--- src/rtl/maze_memory_pkg.sv ---
// ============================================================================
// Module      : maze_memory_pkg
// Description : Shared constants and state encoding for the maze store.
// Revision    : 1.0 - initial release
// ============================================================================
`default_nettype none

package maze_memory_pkg;

    localparam int DIM     = 16;
    localparam int COORD_W = 4;

    typedef enum logic [1:0] {
        IDLE    = 2'd0,
        LOAD    = 2'd1,
        READY   = 2'd2,
        RESTORE = 2'd3
    } state_t;

endpackage

`default_nettype wire

--- src/rtl/maze_mem_ctrl.sv ---
// ============================================================================
// Module      : maze_mem_ctrl
// Description : Load/restore sequencer and row counter for maze_memory.
// Revision    : 1.0 - initial release
// ============================================================================
`default_nettype none

module maze_mem_ctrl
    import maze_memory_pkg::*;
(
    input  logic               clk,
    input  logic               rst,
    input  logic               load_start,
    input  logic               row_valid,
    input  logic               clear_marks,
    output logic [COORD_W-1:0] row,
    output logic               row_ready,
    output logic               ready,
    output logic               load_we,
    output logic               restore_we
);

    localparam logic [COORD_W-1:0] c_last_row = '1;

    state_t             r_state;
    state_t             w_state_next;
    logic [COORD_W-1:0] r_row;
    logic [COORD_W-1:0] w_row_next;

    always_ff @(posedge clk or posedge rst) begin
        if (rst) begin
            r_state <= IDLE;
            r_row   <= '0;
        end else begin
            r_state <= w_state_next;
            r_row   <= w_row_next;
        end
    end

    always_comb begin
        w_state_next = r_state;
        w_row_next   = r_row;
        row_ready    = 1'b0;
        ready        = 1'b0;
        load_we      = 1'b0;
        restore_we   = 1'b0;
        case (r_state)
            IDLE: begin
                if (load_start) begin
                    w_state_next = LOAD;
                    w_row_next   = '0;
                end
            end
            LOAD: begin
                row_ready = 1'b1;
                if (row_valid) begin
                    load_we    = 1'b1;
                    w_row_next = r_row + 1'b1;
                    if (r_row == c_last_row) begin
                        w_state_next = READY;
                    end
                end
            end
            READY: begin
                ready = 1'b1;
                // A new load takes priority over a mark wipe.
                if (load_start) begin
                    w_state_next = LOAD;
                    w_row_next   = '0;
                end else if (clear_marks) begin
                    w_state_next = RESTORE;
                    w_row_next   = '0;
                end
            end
            RESTORE: begin
                restore_we = 1'b1;
                w_row_next = r_row + 1'b1;
                if (r_row == c_last_row) begin
                    w_state_next = READY;
                end
            end
            default: begin
                w_state_next = IDLE;
                w_row_next   = '0;
            end
        endcase
    end

    assign row = r_row;

endmodule

`default_nettype wire

--- src/rtl/maze_memory.sv ---
// ============================================================================
// Module      : maze_memory
// Description : 16x16 maze wall map with pristine copy, rat read/write port.
// Revision    : 1.0 - initial release
// ============================================================================
`default_nettype none

module maze_memory
    import maze_memory_pkg::COORD_W;
#(
    parameter int DIM = maze_memory_pkg::DIM
) (
    input  logic               CLK,
    input  logic               RST,
    input  logic               load_start,
    input  logic [DIM-1:0]     row_data,
    input  logic               row_valid,
    output logic               row_ready,
    input  logic               clear_marks,
    input  logic [COORD_W-1:0] X,
    input  logic [COORD_W-1:0] Y,
    input  logic               RD,
    input  logic               WR,
    input  logic               D_in,
    output logic               D_out,
    output logic               ready,
    output logic               access_err
);

    generate
        if (DIM != (1 << COORD_W)) begin : g_dim_check
            $error("maze_memory: DIM must equal 2**COORD_W");
        end
    endgenerate

    logic [COORD_W-1:0] w_row;
    logic               w_load_we;
    logic               w_restore_we;
    logic               w_ready;

    logic [DIM-1:0] r_orig [DIM];
    logic [DIM-1:0] r_work [DIM];
    logic           r_d_out;
    logic           r_access_err;

    maze_mem_ctrl u_ctrl (
        .clk         (CLK),
        .rst         (RST),
        .load_start  (load_start),
        .row_valid   (row_valid),
        .clear_marks (clear_marks),
        .row         (w_row),
        .row_ready   (row_ready),
        .ready       (w_ready),
        .load_we     (w_load_we),
        .restore_we  (w_restore_we)
    );

    // Arrays carry no reset; their contents are meaningless until a load completes.
    always_ff @(posedge CLK) begin
        if (w_load_we) begin
            r_orig[w_row] <= row_data;
            r_work[w_row] <= row_data;
        end else if (w_restore_we) begin
            r_work[w_row] <= r_orig[w_row];
        end else if (w_ready && WR) begin
            r_work[Y][X] <= D_in;
        end
    end

    // Read samples the pre-write contents, giving read-before-write on a shared cell.
    always_ff @(posedge CLK or posedge RST) begin
        if (RST) begin
            r_d_out      <= 1'b0;
            r_access_err <= 1'b0;
        end else begin
            r_access_err <= (RD || WR) && !w_ready;
            if (RD && w_ready) begin
                r_d_out <= r_work[Y][X];
            end
        end
    end

    assign D_out      = r_d_out;
    assign access_err = r_access_err;
    assign ready      = w_ready;

endmodule

`default_nettype wire

--- config.mk ---
export PLATFORM = sky130hd
export DESIGN_NAME = maze_memory
export DESIGN_NICKNAME = d
export VERILOG_FILES = /design/src/rtl/maze_memory_pkg.sv /design/src/rtl/maze_mem_ctrl.sv /design/src/rtl/maze_memory.sv
export SDC_FILE = /design/constraint.sdc
export NUM_CORES = 1
export LEC_CHECK = 0
export ABC_AREA = 1
export CORE_MARGIN = 4
export CORE_UTILIZATION = 41
export DETAILED_ROUTE_END_ITERATION = 10
export PLACE_DENSITY_LB_ADDON = 0.3
export SYNTH_ARGS = -nofsm -noshare
export SYNTH_HDL_FRONTEND = slang
export SYNTH_SLANG_ARGS = --single-unit
--- constraint.sdc ---
create_clock -name CLK -period 2.8 [get_ports CLK]
set_clock_uncertainty 0.2 [all_clocks]
set_input_delay 0.28 -clock CLK [delete_from_list [all_inputs] [get_ports CLK]]
set_output_delay 0.28 -clock CLK [all_outputs]
set_load 0.05 [all_outputs]
==> flow_metrics.tcl, run 1 <==
set metrics [dict create \
    totalNegativeSetupSlack_ns 0 \
    drt-total-wl_um 60400 \
    timing_max_transition_violations_final 0 \
    antenna_found_initial 1 \
    layout_setup_ws_ns 0.158 \
    cts_max_path_buffers 3 \
    route.antenna.remaining_nets 0 \
    fillCellCount 4858 \
    area_delta_synth_final_pct 15.3 \
    detail_route.first_pass.iterations 5 \
    mappedNetlistArea_um2 22600 \
    critical_path.startpoint_type "register" \
    final_cell_area_um2 26000 \
    die_width_um 243 \
    cts_inserted_buffers 53 \
    clk_pin_slew_ns 0.06 \
    most_frequent_cells_in_the_layout "sky130_fd_sc_hd__edfxtp_1, sky130_fd_sc_hd__nor2_1, sky130_fd_sc_hd__nand2_1" \
    r2r_cells 9 \
    netlist.top_cell.by_area "sky130_fd_sc_hd__edfxtp_1" \
    placement.cell_area_um2 24300 \
    route.detailed.drc 0 \
    ioPinCount 36 \
    total_power_mw 24.6 \
    worstHoldStart "load_start" \
    footprint_of_the_flip_flops_and_latches_um2 15600 \
    tritoncts "built" \
    placeableCoreArea_um2 54100 \
    ctsResizeCount 0 \
    crit_share_post_route 0.944 \
    outcome "completed" \
    via_count 16000 \
    cellLeakagePower_nw 9.40 \
    syn_inst 2114 \
    routed_via_density 5.48 \
    cts_root_buf "sky130_fd_sc_hd__clkbuf_16" \
    headroom_to_the_max_slew_limit 0.470 \
    worstSkewPairLatency_ns 0.61 \
    grt_max_degree 101 \
    leading_post_synthesis_cells_by_cell_area "sky130_fd_sc_hd__edfxtp_1, sky130_fd_sc_hd__nor2_1, sky130_fd_sc_hd__nand2_1" \
    combined_area_of_the_multi_input_logic_cells_um2 6110 \
    rsz0062_at_grt "false" \
    die-height_um 243 \
    cp_data_arrival_time_ns 2.16 \
    fmax_mhz 378 \
    final-hold-violation-count 0 \
    synth-seq-area-share 0.690 \
    pre_cts_ws_ns 0.181 \
    effective_utilization_at_floorplan 0.417 \
    drt_iter0_drc 1727 \
    post_synth.cell_area_avg_um2 10.7 \
    hold_class "in -> reg" \
    port_buffers 35 \
    ys.warnings.count 0 \
    synth_top_flop_cell "sky130_fd_sc_hd__edfxtp_1" \
    core.rowCount 85 \
    flip_flop_and_latch_count_after_synthesis 520 \
    grt_pass1_vias 15400 \
    async_flop_share 0.0154 \
    crit_required_ns 2.32 \
    synth.distinct_cells 31 \
    layout_commonest_cell "sky130_fd_sc_hd__edfxtp_1" \
    synth_top_cell_area_share 0.681 \
    cp_max_fo 4 \
    routed_wire_length_per_instance_um 20.6 \
    final_period_minus_worst_setup_slack_ns 2.64 \
    grt_first_pass_wirelength_um 92200 \
    clock_tree.htree_level_count 2 \
    hpwl_um 34300 \
    net_count_of_the_finished_layout 2225 \
    grt_overflow 0 \
    hold-path-endpoint "u_ctrl.r_state[1]" \
    r2r-end "r_work[12][2]" \
    globalplace.congestion 0.808 \
    cts_sinks 520 \
    maxCapViolations 0 \
    track_usage 0.201 \
    final_layout_size_suffix_gt1_frac 0.116 \
    die_area_um2 58900 \
    number_of_flops_mapped_to_enable_cells_by_yosys 512 \
    endpoint_kind "output pin" \
    max_slew.worst_pin.slew_ns 0.793 \
    worst-r2r-setup-slack_ns 0.29 \
    finalSetupViolCount 0 \
    power_density_nw_per_um2 947 \
    synth_nets 2150 \
    peakVddDrop_mv 0.591 \
    crit-reg2reg-launch "u_ctrl.row[0]" \
    timing_worst_setup_path_type "reg -> out" \
    hold_depth 2 \
]
## layer usage
metal / GRT usage / vias up / wire (um)
li1: - / 7429 / -
met1: 0.276 / 7803 / 25300
met2: 0.327 / 656 / 28300
met5: 0 / - / 13
met3: 0.0319 / 148 / 4740
met4: 0.0728 / 2 / 2100
## worst max-delay path, stage by stage, from the launching register on
cell	delay [ns]
sky130_fd_sc_hd__dfrtp_1	0.44
sky130_fd_sc_hd__nor2_4	0.14
sky130_fd_sc_hd__buf_4	0.16
sky130_fd_sc_hd__clkdlybuf4s50_1	0.81
## what timing repair did
item / 4_1_cts / 5_1_grt
hold buffers: 1 / 0
endpoints found under the hold margin: 8 / 0
setup buffers: 0 / 0
## state kept, by name, summed over array words and instances, names as in the netlist
register	count
D_out	1
u_ctrl.r_state	2
r_work	256
access_err	1
r_orig	256
u_ctrl.row	4
## kinds of logic after synthesis
logic type,Yosys count,synth area share
adder cells (fa/ha/maj),4,0.00222
buffers and inverters,229,0.0413
AO/OA/AOI/OAI,333,0.0844
AND/OR/NAND/NOR,1026,0.181
flip-flops,520,0.690
XOR/XNOR,2,0.000776
## report_power, final
group	internal, mW	switching [mW]
clock network	3.95	2.92
registers	10.0	0.209
logic	2.03	5.53
total	16.0	8.66
## per-stage QoR
step	cells	hold slack, ns	utilization
after floorplan	2114	-0.104	-
after global placement	2829	0.379	0.450
after detailed placement	2829	0.433	0.450
after CTS	2928	0.123	0.481
after global routing	2928	0.134	0.481
final	2929	0.115	0.481
## layout make-up
class,count,share of cell area
Sequential cell,520,0.598
Antenna cell,1,0.0000961
Inverter,90,0.0132
Tap cell,696,0.0335
Multi-Input combinational cell,1365,0.235
Clock buffer,82,0.0574
Clock inverter,16,0.00707
Timing Repair Buffer,159,0.0556
## synthesized netlist by cell type (5+ instances only)
cell                         n
sky130_fd_sc_hd__nor2_1    526
sky130_fd_sc_hd__edfxtp_1  512
sky130_fd_sc_hd__nand2_1   349
sky130_fd_sc_hd__o21ai_0   220
sky130_fd_sc_hd__nand3_1   129
sky130_fd_sc_hd__inv_1      79
sky130_fd_sc_hd__clkbuf_1   76
sky130_fd_sc_hd__o22ai_1    64
sky130_fd_sc_hd__buf_2      54
sky130_fd_sc_hd__a21oi_1    11
sky130_fd_sc_hd__a211oi_1   10
sky130_fd_sc_hd__inv_2       9
sky130_fd_sc_hd__a31oi_1     8
sky130_fd_sc_hd__a31oi_2     8
sky130_fd_sc_hd__buf_1       8
sky130_fd_sc_hd__dfrtp_1     8
sky130_fd_sc_hd__nand4_1     7
sky130_fd_sc_hd__nor2_4      6
sky130_fd_sc_hd__o211ai_1    5
## worst max path at each step
stage | from | endpoint | slack [ns]
after floorplan | u_ctrl.row[0] | r_orig[0][0] | 0.002
after global placement | WR | r_work[2][2] | 0.21
after detailed placement | WR | r_work[2][2] | 0.18
after CTS | u_ctrl.r_state[0] | ready | 0.12
after global routing | u_ctrl.r_state[1] | ready | 0.08
final | u_ctrl.r_state[0] | ready | 0.16
Power figures use the tool's default switching activity.
==> run 2, diff against run 1 <==
--- a/config.mk
+++ b/config.mk
@@ -9,7 +9,9 @@
 export CORE_MARGIN = 4
 export CORE_UTILIZATION = 41
 export DETAILED_ROUTE_END_ITERATION = 10
+export GPL_ROUTABILITY_DRIVEN = 0
 export PLACE_DENSITY_LB_ADDON = 0.3
+export SETUP_SLACK_MARGIN = 0.2
 export SYNTH_ARGS = -nofsm -noshare
 export SYNTH_HDL_FRONTEND = slang
 export SYNTH_SLANG_ARGS = --single-unit
==> flow_metrics.tcl, run 2 (synthesized netlist as in run 1, its figures left out) <==
set metrics [dict create \
    grt_first_pass_wirelength_um 94000 \
    clock_tree.htree_level_count 2 \
    final_period_minus_worst_setup_slack_ns 2.51 \
    worst_path_largest_cell_delay_ns 0.81 \
    most_frequent_cells_in_the_layout "sky130_fd_sc_hd__edfxtp_1, sky130_fd_sc_hd__nor2_1, sky130_fd_sc_hd__nand2_1" \
    totalNegativeSetupSlack_ns 0 \
    maxCapViolations 0 \
    cellLeakagePower_nw 9.53 \
    outcome "completed" \
    drt_iter0_drc 1799 \
    grt_overflow 0 \
    antenna_found_initial 1 \
    port_buffers 35 \
    effective_utilization_at_floorplan 0.417 \
    detail_route.first_pass.iterations 5 \
    crit_required_ns 2.32 \
    worstSkewPairLatency_ns 0.60 \
    cts_max_path_buffers 3 \
    area_delta_synth_final_pct 16.3 \
    pre_cts_ws_ns 0.183 \
    die-height_um 243 \
    tritoncts "built" \
    cts_root_buf "sky130_fd_sc_hd__clkbuf_16" \
    hold_class "in -> reg" \
    peakVddDrop_mv 0.718 \
    grt_max_degree 85 \
    rsz0062_at_grt "true" \
    grt_pass1_vias 15900 \
    route.antenna.remaining_nets 0 \
    drt-total-wl_um 61700 \
    cts_inserted_buffers 54 \
    placeableCoreArea_um2 54100 \
    via_count 16300 \
    max_slew.worst_pin.slew_ns 0.826 \
    finalSetupViolCount 0 \
    die_area_um2 58900 \
    routed_via_density 5.51 \
    route.detailed.drc 0 \
    cp_max_fo 4 \
    cp_data_arrival_time_ns 2.03 \
    hpwl_um 37200 \
    power_density_nw_per_um2 953 \
    layout_commonest_cell "sky130_fd_sc_hd__edfxtp_1" \
    fmax_mhz 398 \
    timing_worst_setup_path_type "reg -> out" \
    net_count_of_the_finished_layout 2249 \
    ioPinCount 36 \
    critical-path-top-delay-family "buffers and inverters" \
    routed_wire_length_per_instance_um 20.9 \
    final-hold-violation-count 0 \
    cpMaxStageDelayCell "sky130_fd_sc_hd__clkdlybuf4s50_1" \
    cts_sinks 520 \
    track_usage 0.205 \
    critical_path.startpoint_type "register" \
    timing_max_transition_violations_final 0 \
    final_layout_size_suffix_gt1_frac 0.127 \
    die_width_um 243 \
    cp_cell_sequence "inv_2, nor2_2, clkdlybuf4s50_1" \
    core.rowCount 85 \
    layout_setup_ws_ns 0.287 \
    clk_pin_slew_ns 0.06 \
    worst-path-buf-inv 2 \
    antenna_cells_inserted 0 \
    crit_share_post_route 0.897 \
    endpoint_kind "output pin" \
    headroom_to_the_max_slew_limit 0.448 \
]
## run 2: power breakdown
part | switching, mW | internal [mW] | leakage [nW]
clock network | 2.99 | 3.94 | 0.825
registers | 0.231 | 10.0 | 4.71
logic | 5.66 | 2.21 | 3.99
total | 8.88 | 16.2 | 9.53
## run 2: repair_timing
item,CTS,global route
resized for setup,1,6
endpoints found under the hold margin,8,0
endpoints found under the setup margin,16,198
hold buffers,1,0
setup buffers,0,0
## run 2: worst register-to-register path, stage by stage, from the launching register on
cell	delay, ns
sky130_fd_sc_hd__dfrtp_4	0.47
sky130_fd_sc_hd__clkinv_2	0.12
sky130_fd_sc_hd__buf_12	0.18
sky130_fd_sc_hd__buf_8	0.17
sky130_fd_sc_hd__o21ai_0	0.20
sky130_fd_sc_hd__o22ai_1	0.10
sky130_fd_sc_hd__nand2_1	0.07
sky130_fd_sc_hd__nand3_1	0.16
sky130_fd_sc_hd__a211oi_1	0.21
sky130_fd_sc_hd__o21ai_1	0.12
sky130_fd_sc_hd__buf_4	0.22
## run 2: routing by layer
| metal | part of all wire | track usage | wire length [um] |
|---|---|---|---|
| met1 | 0.42 | 0.283 | 25700 |
| met2 | 0.48 | 0.338 | 29400 |
| met3 | 0.079 | 0.0292 | 4880 |
| met4 | 0.028 | 0.0662 | 1740 |
| met5 | 0 | 0 | 0 |
## run 2: final cells by class
type / count / area, um^2
Clock buffer: 73 / 1460
Clock inverter: 28 / 226
Fill cell: 4904 / 27900
Inverter: 90 / 343
Multi-Input combinational cell: 1365 / 6130
Sequential cell: 520 / 15600
Tap cell: 696 / 871
Timing Repair Buffer: 182 / 1640
## run 2: per-stage QoR
| stage | instance area [um^2] | hold WS (ns) | utilization | power, mW | instances |
|---|---|---|---|---|---|
| after floorplan | 22600 | -0.104 | - | 15.0 | 2114 |
| after CTS | 26200 | 0.0377 | 0.485 | 25.0 | 2954 |
| after detailed placement | 24500 | 0.410 | 0.453 | 18.1 | 2852 |
| after global placement | 24500 | 0.407 | 0.453 | 18.0 | 2852 |
| after global routing | 26300 | 0.0584 | 0.485 | 26.2 | 2954 |
| final | 26300 | 0.0661 | 0.485 | 25.0 | 2954 |
## run 2: path summary, 6_finish.rpt
check / startpoint / end / slack (ns) / cells past startpoint
min in group asynchronous: RST / D_out / 0.35 / 3
hold reg to reg: u_ctrl.r_state[1] / u_ctrl.r_state[1] / 0.42 / 2
setup / recovery: u_ctrl.r_state[0] / row_ready / 0.29 / 3
setup reg to reg: u_ctrl.row[0] / r_work[9][12] / 0.30 / 10
hold / removal: RD / access_err / 0.07 / 3
max in group asynchronous: RST / u_ctrl.row[0] / 1.66 / 3
